**src/rtl/pong_ball_ctrl.sv**
```systemverilog
// Pong ball/game controller: moves the ball once per frame, bounces it off walls and paddles,
// detects misses, keeps score and sequences serve/play/game-over. All outputs registered.
module pong_ball_ctrl #(
   parameter int H_VALID     = 640,
   parameter int V_VALID     = 480,
   parameter int BALL_SIZE   = 16,
   parameter int PADDLE_W    = 8,
   parameter int PADDLE_H    = 64,
   parameter int PADDLE_LX   = 16,
   parameter int PADDLE_RX   = 616,
   parameter int SPEED_INIT  = 2,
   parameter int SPEED_MAX   = 6,
   parameter int SERVE_DELAY = 60,
   parameter int WIN_SCORE   = 9
) (
   input  logic       vga_clk,
   input  logic       sys_rst_n,
   input  logic       frame_tick,
   input  logic       start,
   input  logic [9:0] paddle_l_y,
   input  logic [9:0] paddle_r_y,
   output logic [9:0] ball_x,
   output logic [9:0] ball_y,
   output logic [3:0] score_l,
   output logic [3:0] score_r,
   output logic       hit,
   output logic       miss,
   output logic [2:0] state
);

   // state  | meaning
   // IDLE   | ball parked at centre, waiting for start
   // SERVE  | ball at centre, counting SERVE_DELAY frames
   // PLAY   | ball moves once per frame_tick
   // SCORED | one cycle after a miss: game over or re-serve
   // OVER   | everything frozen until start restarts the game
   typedef enum logic [2:0] {
      S_IDLE   = 3'd0,
      S_SERVE  = 3'd1,
      S_PLAY   = 3'd2,
      S_SCORED = 3'd3,
      S_OVER   = 3'd4
   } state_t;

   localparam logic [9:0]  X_CENTRE   = 10'((H_VALID - BALL_SIZE) / 2);
   localparam logic [9:0]  Y_CENTRE   = 10'((V_VALID - BALL_SIZE) / 2);
   localparam logic [9:0]  X_LIMIT    = 10'(H_VALID - BALL_SIZE);
   localparam logic [9:0]  Y_LIMIT    = 10'(V_VALID - BALL_SIZE);
   localparam logic [9:0]  L_STOP     = 10'(PADDLE_LX + PADDLE_W);
   localparam logic [9:0]  R_STOP     = 10'(PADDLE_RX - BALL_SIZE);
   localparam logic [10:0] Y_LIMIT_W  = 11'(V_VALID - BALL_SIZE);
   localparam logic [10:0] H_VALID_W  = 11'(H_VALID);
   localparam logic [10:0] BALL_W     = 11'(BALL_SIZE);
   localparam logic [10:0] PAD_H_W    = 11'(PADDLE_H);
   localparam logic [10:0] L_FACE_W   = 11'(PADDLE_LX + PADDLE_W);
   localparam logic [10:0] R_FACE_W   = 11'(PADDLE_RX);
   localparam logic [3:0]  SPD_INIT   = 4'(SPEED_INIT);
   localparam logic [3:0]  SPD_MAX    = 4'(SPEED_MAX);
   localparam logic [5:0]  SERVE_LAST = 6'(SERVE_DELAY - 1);
   localparam logic [3:0]  WIN        = 4'(WIN_SCORE);

   state_t      st_q, st_d;
   logic        dx_q, dx_d;
   logic        dy_q, dy_d;
   logic [3:0]  speed_q, speed_d;
   logic [5:0]  serve_cnt, serve_cnt_d;
   logic [9:0]  x_d, y_d;
   logic [3:0]  sl_d, sr_d;
   logic        hit_d, miss_d;

   logic [10:0] bx, by, sp, pl, pr;
   logic        ovl_l, ovl_r;
   logic [3:0]  speed_up;

   // 11-bit copies so every compare is free of wrap-around
   assign bx       = {1'b0, ball_x};
   assign by       = {1'b0, ball_y};
   assign sp       = {7'd0, speed_q};
   assign pl       = {1'b0, paddle_l_y};
   assign pr       = {1'b0, paddle_r_y};
   assign ovl_l    = (by + BALL_W > pl) && (by < pl + PAD_H_W);
   assign ovl_r    = (by + BALL_W > pr) && (by < pr + PAD_H_W);
   assign speed_up = (speed_q >= SPD_MAX) ? SPD_MAX : speed_q + 4'd1;
   assign state    = st_q;

   always_comb begin
      st_d        = st_q;
      dx_d        = dx_q;
      dy_d        = dy_q;
      speed_d     = speed_q;
      serve_cnt_d = serve_cnt;
      x_d         = ball_x;
      y_d         = ball_y;
      sl_d        = score_l;
      sr_d        = score_r;
      hit_d       = 1'b0;
      miss_d      = 1'b0;
      case (st_q)
         S_IDLE: begin
            if (start) begin
               st_d        = S_SERVE;
               serve_cnt_d = '0;
            end
         end
         S_SERVE: begin
            if (frame_tick) begin
               serve_cnt_d = serve_cnt + 6'd1;
               if (serve_cnt == SERVE_LAST) st_d = S_PLAY;
            end
         end
         S_PLAY: begin
            if (frame_tick) begin
               if (dy_q) begin
                  if (by + sp >= Y_LIMIT_W) begin
                     y_d  = Y_LIMIT;
                     dy_d = 1'b0;
                  end else begin
                     y_d = 10'(by + sp);
                  end
               end else if (by <= sp) begin
                  y_d  = '0;
                  dy_d = 1'b1;
               end else begin
                  y_d = 10'(by - sp);
               end

               // paddle face test wins over the miss test
               if (!dx_q) begin
                  if ((bx - sp <= L_FACE_W) && (bx >= L_FACE_W) && ovl_l) begin
                     x_d     = L_STOP;
                     dx_d    = 1'b1;
                     hit_d   = 1'b1;
                     speed_d = speed_up;
                  end else if (bx <= sp) begin
                     x_d    = '0;
                     sr_d   = score_r + 4'd1;
                     miss_d = 1'b1;
                     st_d   = S_SCORED;
                  end else begin
                     x_d = 10'(bx - sp);
                  end
               end else begin
                  if ((bx + BALL_W + sp >= R_FACE_W) && (bx + BALL_W <= R_FACE_W) && ovl_r) begin
                     x_d     = R_STOP;
                     dx_d    = 1'b0;
                     hit_d   = 1'b1;
                     speed_d = speed_up;
                  end else if (bx + BALL_W + sp >= H_VALID_W) begin
                     x_d    = X_LIMIT;
                     sl_d   = score_l + 4'd1;
                     miss_d = 1'b1;
                     st_d   = S_SCORED;
                  end else begin
                     x_d = 10'(bx + sp);
                  end
               end
            end
         end
         S_SCORED: begin
            // dx still points at the player who conceded, so it is left as is
            if ((dx_q ? score_l : score_r) == WIN) begin
               st_d = S_OVER;
            end else begin
               st_d        = S_SERVE;
               x_d         = X_CENTRE;
               y_d         = Y_CENTRE;
               speed_d     = SPD_INIT;
               serve_cnt_d = '0;
            end
         end
         S_OVER: begin
            if (start) begin
               st_d        = S_SERVE;
               sl_d        = '0;
               sr_d        = '0;
               x_d         = X_CENTRE;
               y_d         = Y_CENTRE;
               speed_d     = SPD_INIT;
               serve_cnt_d = '0;
            end
         end
         default: st_d = S_IDLE;
      endcase
   end

   always_ff @(posedge vga_clk) begin
      if (!sys_rst_n) begin
         st_q      <= S_IDLE;
         dx_q      <= 1'b1;
         dy_q      <= 1'b1;
         speed_q   <= SPD_INIT;
         serve_cnt <= '0;
         ball_x    <= X_CENTRE;
         ball_y    <= Y_CENTRE;
         score_l   <= '0;
         score_r   <= '0;
         hit       <= 1'b0;
         miss      <= 1'b0;
      end else begin
         st_q      <= st_d;
         dx_q      <= dx_d;
         dy_q      <= dy_d;
         speed_q   <= speed_d;
         serve_cnt <= serve_cnt_d;
         ball_x    <= x_d;
         ball_y    <= y_d;
         score_l   <= sl_d;
         score_r   <= sr_d;
         hit       <= hit_d;
         miss      <= miss_d;
      end
   end

endmodule

```
**config.mk**
```make
export PLATFORM = sky130hd
export DESIGN_NAME = pong_ball_ctrl
export DESIGN_NICKNAME = d
export VERILOG_FILES = /design/src/rtl/pong_ball_ctrl.sv
export SDC_FILE = /design/constraint.sdc
export NUM_CORES = 1
export LEC_CHECK = 0
export CORE_UTILIZATION = 40
export DETAILED_ROUTE_END_ITERATION = 8
export DONT_BUFFER_PORTS = 1
export PLACE_DENSITY_LB_ADDON = 0.08
export SYNTH_ARGS = -nofsm -noshare
export SYNTH_HDL_FRONTEND = slang
export SYNTH_SLANG_ARGS = --single-unit
```
**constraint.sdc**
```tcl
create_clock -name vga_clk -period 3.4 [get_ports vga_clk]
set_input_delay 0 -clock vga_clk [delete_from_list [all_inputs] [get_ports vga_clk]]
set_output_delay 0 -clock vga_clk [all_outputs]
set_load 0.005 [all_outputs]
```
* After elaboration in Yosys (flattened, before gate mapping)
Index checks and enable logic that the tools add are counted.
** Operators by class
- Muxes and demuxes :: 64
- Add/sub/neg operators :: 13
- Equality and inequality tests :: 24
- Reduce and logical (&&, ||, !) cells :: 19
- Order comparisons :: 13
** Operator list (count)
- 10-bit two-way mux :: 14
- 4-bit two-way mux :: 17
- 10-bit one-hot mux with 3 select lines :: 2
- 3-bit two-way mux :: 10
- 10-bit by 5-bit adder with 11-bit output (second input constant) :: 2
- 10-bit by 7-bit adder with 11-bit output (second input constant) :: 2
- 11-bit by 10-bit >= comparator with 1-bit output (second input constant) :: 2
- 11-bit by 10-bit > comparator with 1-bit output :: 2
- 10-bit by 11-bit less-than comparator with 1-bit output :: 2
- 2-bit != test (second input constant) :: 11
- 10-bit by 4-bit <= comparator with 1-bit output :: 2
- 6-bit two-way mux :: 3
- 3-bit != test (second input constant) :: 6
- 6-bit one-hot mux with 3 select lines :: 1
- 6-bit AND reduction :: 3
- 4-bit one-hot mux with 2 select lines :: 2
- 1-bit two-way mux :: 13
- 4-bit by 1-bit adder with 4-bit output (second input constant) :: 3
- 3-bit one-hot mux with 4 select lines :: 1
- 4-bit one-hot mux with 3 select lines :: 1
- 10-bit by 4-bit adder with 11-bit output :: 1
- 11-bit by 4-bit adder with 11-bit output :: 1
- 11-bit by 9-bit >= comparator with 1-bit output (second input constant) :: 1
- 11-bit by 10-bit <= comparator with 1-bit output (second input constant) :: 1
- other kinds (22) :: 30
** Word-level totals
- Output and inout port bits :: 33
- Word-level logic and storage cells :: 144
- Flip-flop bits (word level) :: 45
- Input port bits :: 24

* Depth between registers and ports, before layout
- Word-level depth :: 9
- Gate-level depth with buffers :: 14

* Least setup slack after synthesis
No wires, ideal clock.
- Path kind :: reg2reg
- Start point :: reg ball_y[7]
- End point :: reg speed_q[1]
- Slack :: 0.045 ns
- Cell stages (with the launch flop) :: 15
- Library setup time :: 0.121 ns
- Arrival time :: 3.234 ns
- Cells stage by stage :: dfxtp_1 > clkbuf_1 > nand3_1 > nor3_1 > xor2_1 > ha_1 > and4_1 > and4_1 > o21ai_0 > o2111ai_1 > a2111oi_1 > o41a_4 > mux2_4 > o21ai_1 > mux2_2
** Between the ends
- Longest elaborated chain between the ends :: 6
- Elaborated cells on any way between the ends :: 12
- Classes of those cells :: add/sub (1); order compare (4); eq/ne (2); reduce/logical (5)
** RTL lines
- start, declared :: line 23 : output logic [9:0] ball_y,
- start signal, assigned :: line 206 : ball_y <= y_d;
- 10-bit by 5-bit adder with 11-bit output :: line 81, 82
- 11-bit by 10-bit > comparator with 1-bit output (on tied branches) :: line 82, 81
- 1-bit logical AND (on tied branches) :: line 82, 81
- 1-bit logical AND (on tied branches) :: line 143, 129
- 3-bit != test (no line)
- 6-bit AND reduction (no line) (*)
- end signal, assigned :: line 203 : speed_q <= speed_d;
- end, declared :: line 65 : logic [3:0] speed_q, speed_d;
Mark *: on every way between the ends. The rest lies on a longest branch, timed or not.
A chain may end at the register's enable or synchronous reset.

* Worst setup path after layout
- Start point :: reg ball_y[5]
- End point :: reg st_q[0], in the netlist state[0]
** Between the ends
- Longest elaborated chain between the ends :: 6
- Elaborated cells on any way between the ends :: 12
- Classes of those cells :: add/sub (1); order compare (4); eq/ne (2); reduce/logical (5)
** RTL lines
- 10-bit by 5-bit adder with 11-bit output :: line 81, 82
- 11-bit by 10-bit > comparator with 1-bit output (on tied branches) :: line 82, 81
- 1-bit logical AND (on tied branches) :: line 82, 81
- 1-bit logical AND (on tied branches) :: line 143, 129
- 3-bit != test (no line)
- 8-bit AND reduction (no line) (*)
- end signal, assigned :: line 200 : st_q <= st_d;
- end, declared :: line 62 : state_t st_q, st_d;
Marked as above.

==> impl_metrics.tcl <==
set metrics [dict create \
    via_per_inst 5.90 \
    io_pins 57 \
    htreeDepth 2 \
    drt-wirelength-per-cell_um 18.5 \
    cp.required_ns 3.62 \
    hold_path.class "in2reg" \
    cts_sinks 45 \
    final_util_pct 49.6 \
    setup_viol 0 \
    drv_cap 0 \
    fin_crit_sh_pct 95.8 \
    cp-end-kind "flip-flop" \
    nFillCells 1112 \
    synth_edf_count 0 \
    num_rows 39 \
    synth_area_mm2 0.00473 \
    area_delta_synth_final_pct 20.2 \
    grt_usage_pct 24.2 \
    holdPathStages 2 \
    p_leak_uw 0.00242 \
    powerDensity_mw_per_mm2 212 \
    clock_skew_ns 0.00836 \
    final_nets 751 \
    hpwl_um 11600 \
    syn_nets 699 \
    antenna_found_initial 0 \
    die_area_mm2 0.0123 \
    layout-drive-gt1-share_pct 18.6 \
    dieWidth_um 111 \
    slew_headroom_pct 37.0 \
    status "complete, no violations" \
    ant_nets 0 \
    tritoncts.num_buffers 5 \
    root_buffer "clkbuf_16" \
    die_h_um 111 \
    cts_tree "yes" \
    fmax_mhz 307 \
    tightest_slew_ns 0.935 \
    finalHoldViolCount 0 \
    clock_latency_ns 0.29 \
    ys_seq_area_share_pct 19.0 \
    synth_largest_area_cell "dfxtp_1" \
    slew_violations 0 \
    drt_iter0_drc 334 \
    grt_max_degree 16 \
    whs_ns 0.0107 \
    vdd_ir_drop_max_mv 0.213 \
    synthTopCellsByArea "dfxtp_1 (19%), ha_1 (16%), xnor2_1 (4.6%), a21oi_1 (4.4%), inv_1 (4.3%)" \
    grt_pass1_vias 4687 \
    postSynthAreaPerCell_um2 7.77 \
    fin_crit_ns 3.26 \
    port_buffers 0 \
    drc 0 \
    multiInputGateArea_mm2 0.00370 \
    final_cell_mix "ha_1 (59), buf_4 (59), inv_1 (51)" \
    synth-seq-cells 45 \
    wl_um 14900 \
    synth_warnings 0 \
    num_antenna_cells 0 \
    seqCellArea_um2 915 \
    syn-instance-count 609 \
    grt.overflow.total 0 \
    crit_type "reg2reg" \
    path_max_fanout 5 \
    cts.path.max_buffers 2 \
    reg2reg_depth 15 \
    firstDrtPassIters 5 \
    power_uw 1210 \
    synth_ff_type "dfxtp_1" \
    grt_first_pass_wirelength_um 24000 \
    ys_types 75 \
    gp_congestion 0.937 \
    critPathLaunchType "flip-flop" \
    core_mm2 0.0115 \
    synth_top_area_share_pct 19.0 \
    vias 4753 \
    synthArstFlopShare_pct 0 \
    cp.arrival_ns 3.48 \
    clkTransAtPathRegs_ns 0.07 \
    start_util_pct 41.3 \
]
synth_stat cells (5+ instances only):
library cell   n
nand3_1       25
dfxtp_1       45
o21ai_0       36
a211oi_1       5
a21o_1        16
buf_2          6
o211ai_1       7
nor2_1        40
o21a_1         9
or3_1          6
mux2i_1        6
o31ai_1        5
a21oi_1       42
nor3_1        18
clkbuf_1      13
xor2_1        13
nand2_1       42
nor2b_1       11
inv_1         54
nand4_1        7
o21bai_1       5
a31oi_1       10
ha_1          62
xnor2_1       25
path summary, 6_finish.rpt:
path                  start      endpoint  slack (ns)
setup / recovery  ball_y[5]      state[0]        0.14
hold / removal    sys_rst_n  serve_cnt[5]        0.01
setup reg to reg  ball_y[5]      state[0]        0.14
hold reg to reg   ball_x[0]     ball_x[0]        0.48
critical path, stage by stage, from the launching register on:
cell,delay [ns]
dfxtp_4,0.37
ha_4,0.16
buf_4,0.14
xor2_2,0.15
ha_1,0.32
and4_4,0.19
a211oi_2,0.17
o211ai_1,0.13
a31oi_1,0.22
a2111oi_2,0.07
buf_4,0.15
o41a_4,0.12
mux2_4,0.30
buf_6,0.13
or4_1,0.46
a21oi_1,0.12
registers in the layout (all words and copies together) (netlist names):
signal,count
hit,1
dy_q,1
ball_y,10
dx_q,1
score_l,4
score_r,4
speed_q,4
state,3
serve_cnt,6
ball_x,10
miss,1
layer usage:
| metal | track usage (%) | up-vias | wire, um |
|---|---|---|---|
| met3 | 3.06 | 25 | 654 |
| met1 | 33.2 | 2253 | 7200 |
| met4 | 8.27 | 0 | 386 |
| li1 | - | 2330 | - |
| met2 | 38.8 | 145 | 6630 |
| met5 | 0 | - | 0 |
cells by family (layout without fill, tap and decap cells):
group	after synthesis	count (layout)	share of synthesized area, %
mux	8	8	1.82
fa+ha+maj	66	66	18.1
buf+inv	76	129	6.29
compound gates	191	191	28.0
simple gates	185	185	19.7
xor+xnor	38	38	7.03
flops	45	45	19.0
power by group:
group	leakage, uW	switching (uW)	total, uW	internal (uW)
Sequential	0.000365	4.53	533	528
Combinational	0.00197	61.5	106	44.7
Clock	0.0000810	219	567	349
area by class of cell:
type / instances / area share (%)
Multi-Input combinational cell: 488 / 65.1
Sequential cell: 45 / 16.1
Timing Repair Buffer: 66 / 9.12
Inverter: 55 / 3.63
Tap cell: 143 / 3.14
Clock buffer: 6 / 2.26
Clock inverter: 2 / 0.682
what timing repair did:
action                                 in CTS  in global routing
hold buffers                                2                  0
pin swaps                                   1                 14
setup buffers                               0                  2
endpoints found under the hold margin      15                  0
resized for setup                          14                 33
setup endpoints to repair                   5                 20
metrics by stage:
stage / setup slack [ns] / TNS, ns / area [um2] / cells
2_1_floorplan: 0.0452 / 0 / 4730 / 609
3_3_place_gp: 0.00475 / 0 / 5290 / 793
3_5_place_dp: -0.101 / -0.118 / 5290 / 793
4_1_cts: 0.000364 / 0 / 5540 / 803
5_1_grt: -0.00251 / -0.00251 / 5690 / 805
6_report: 0.141 / 0 / 5690 / 805
No activity file was read; power rests on OpenSTA's default activity.
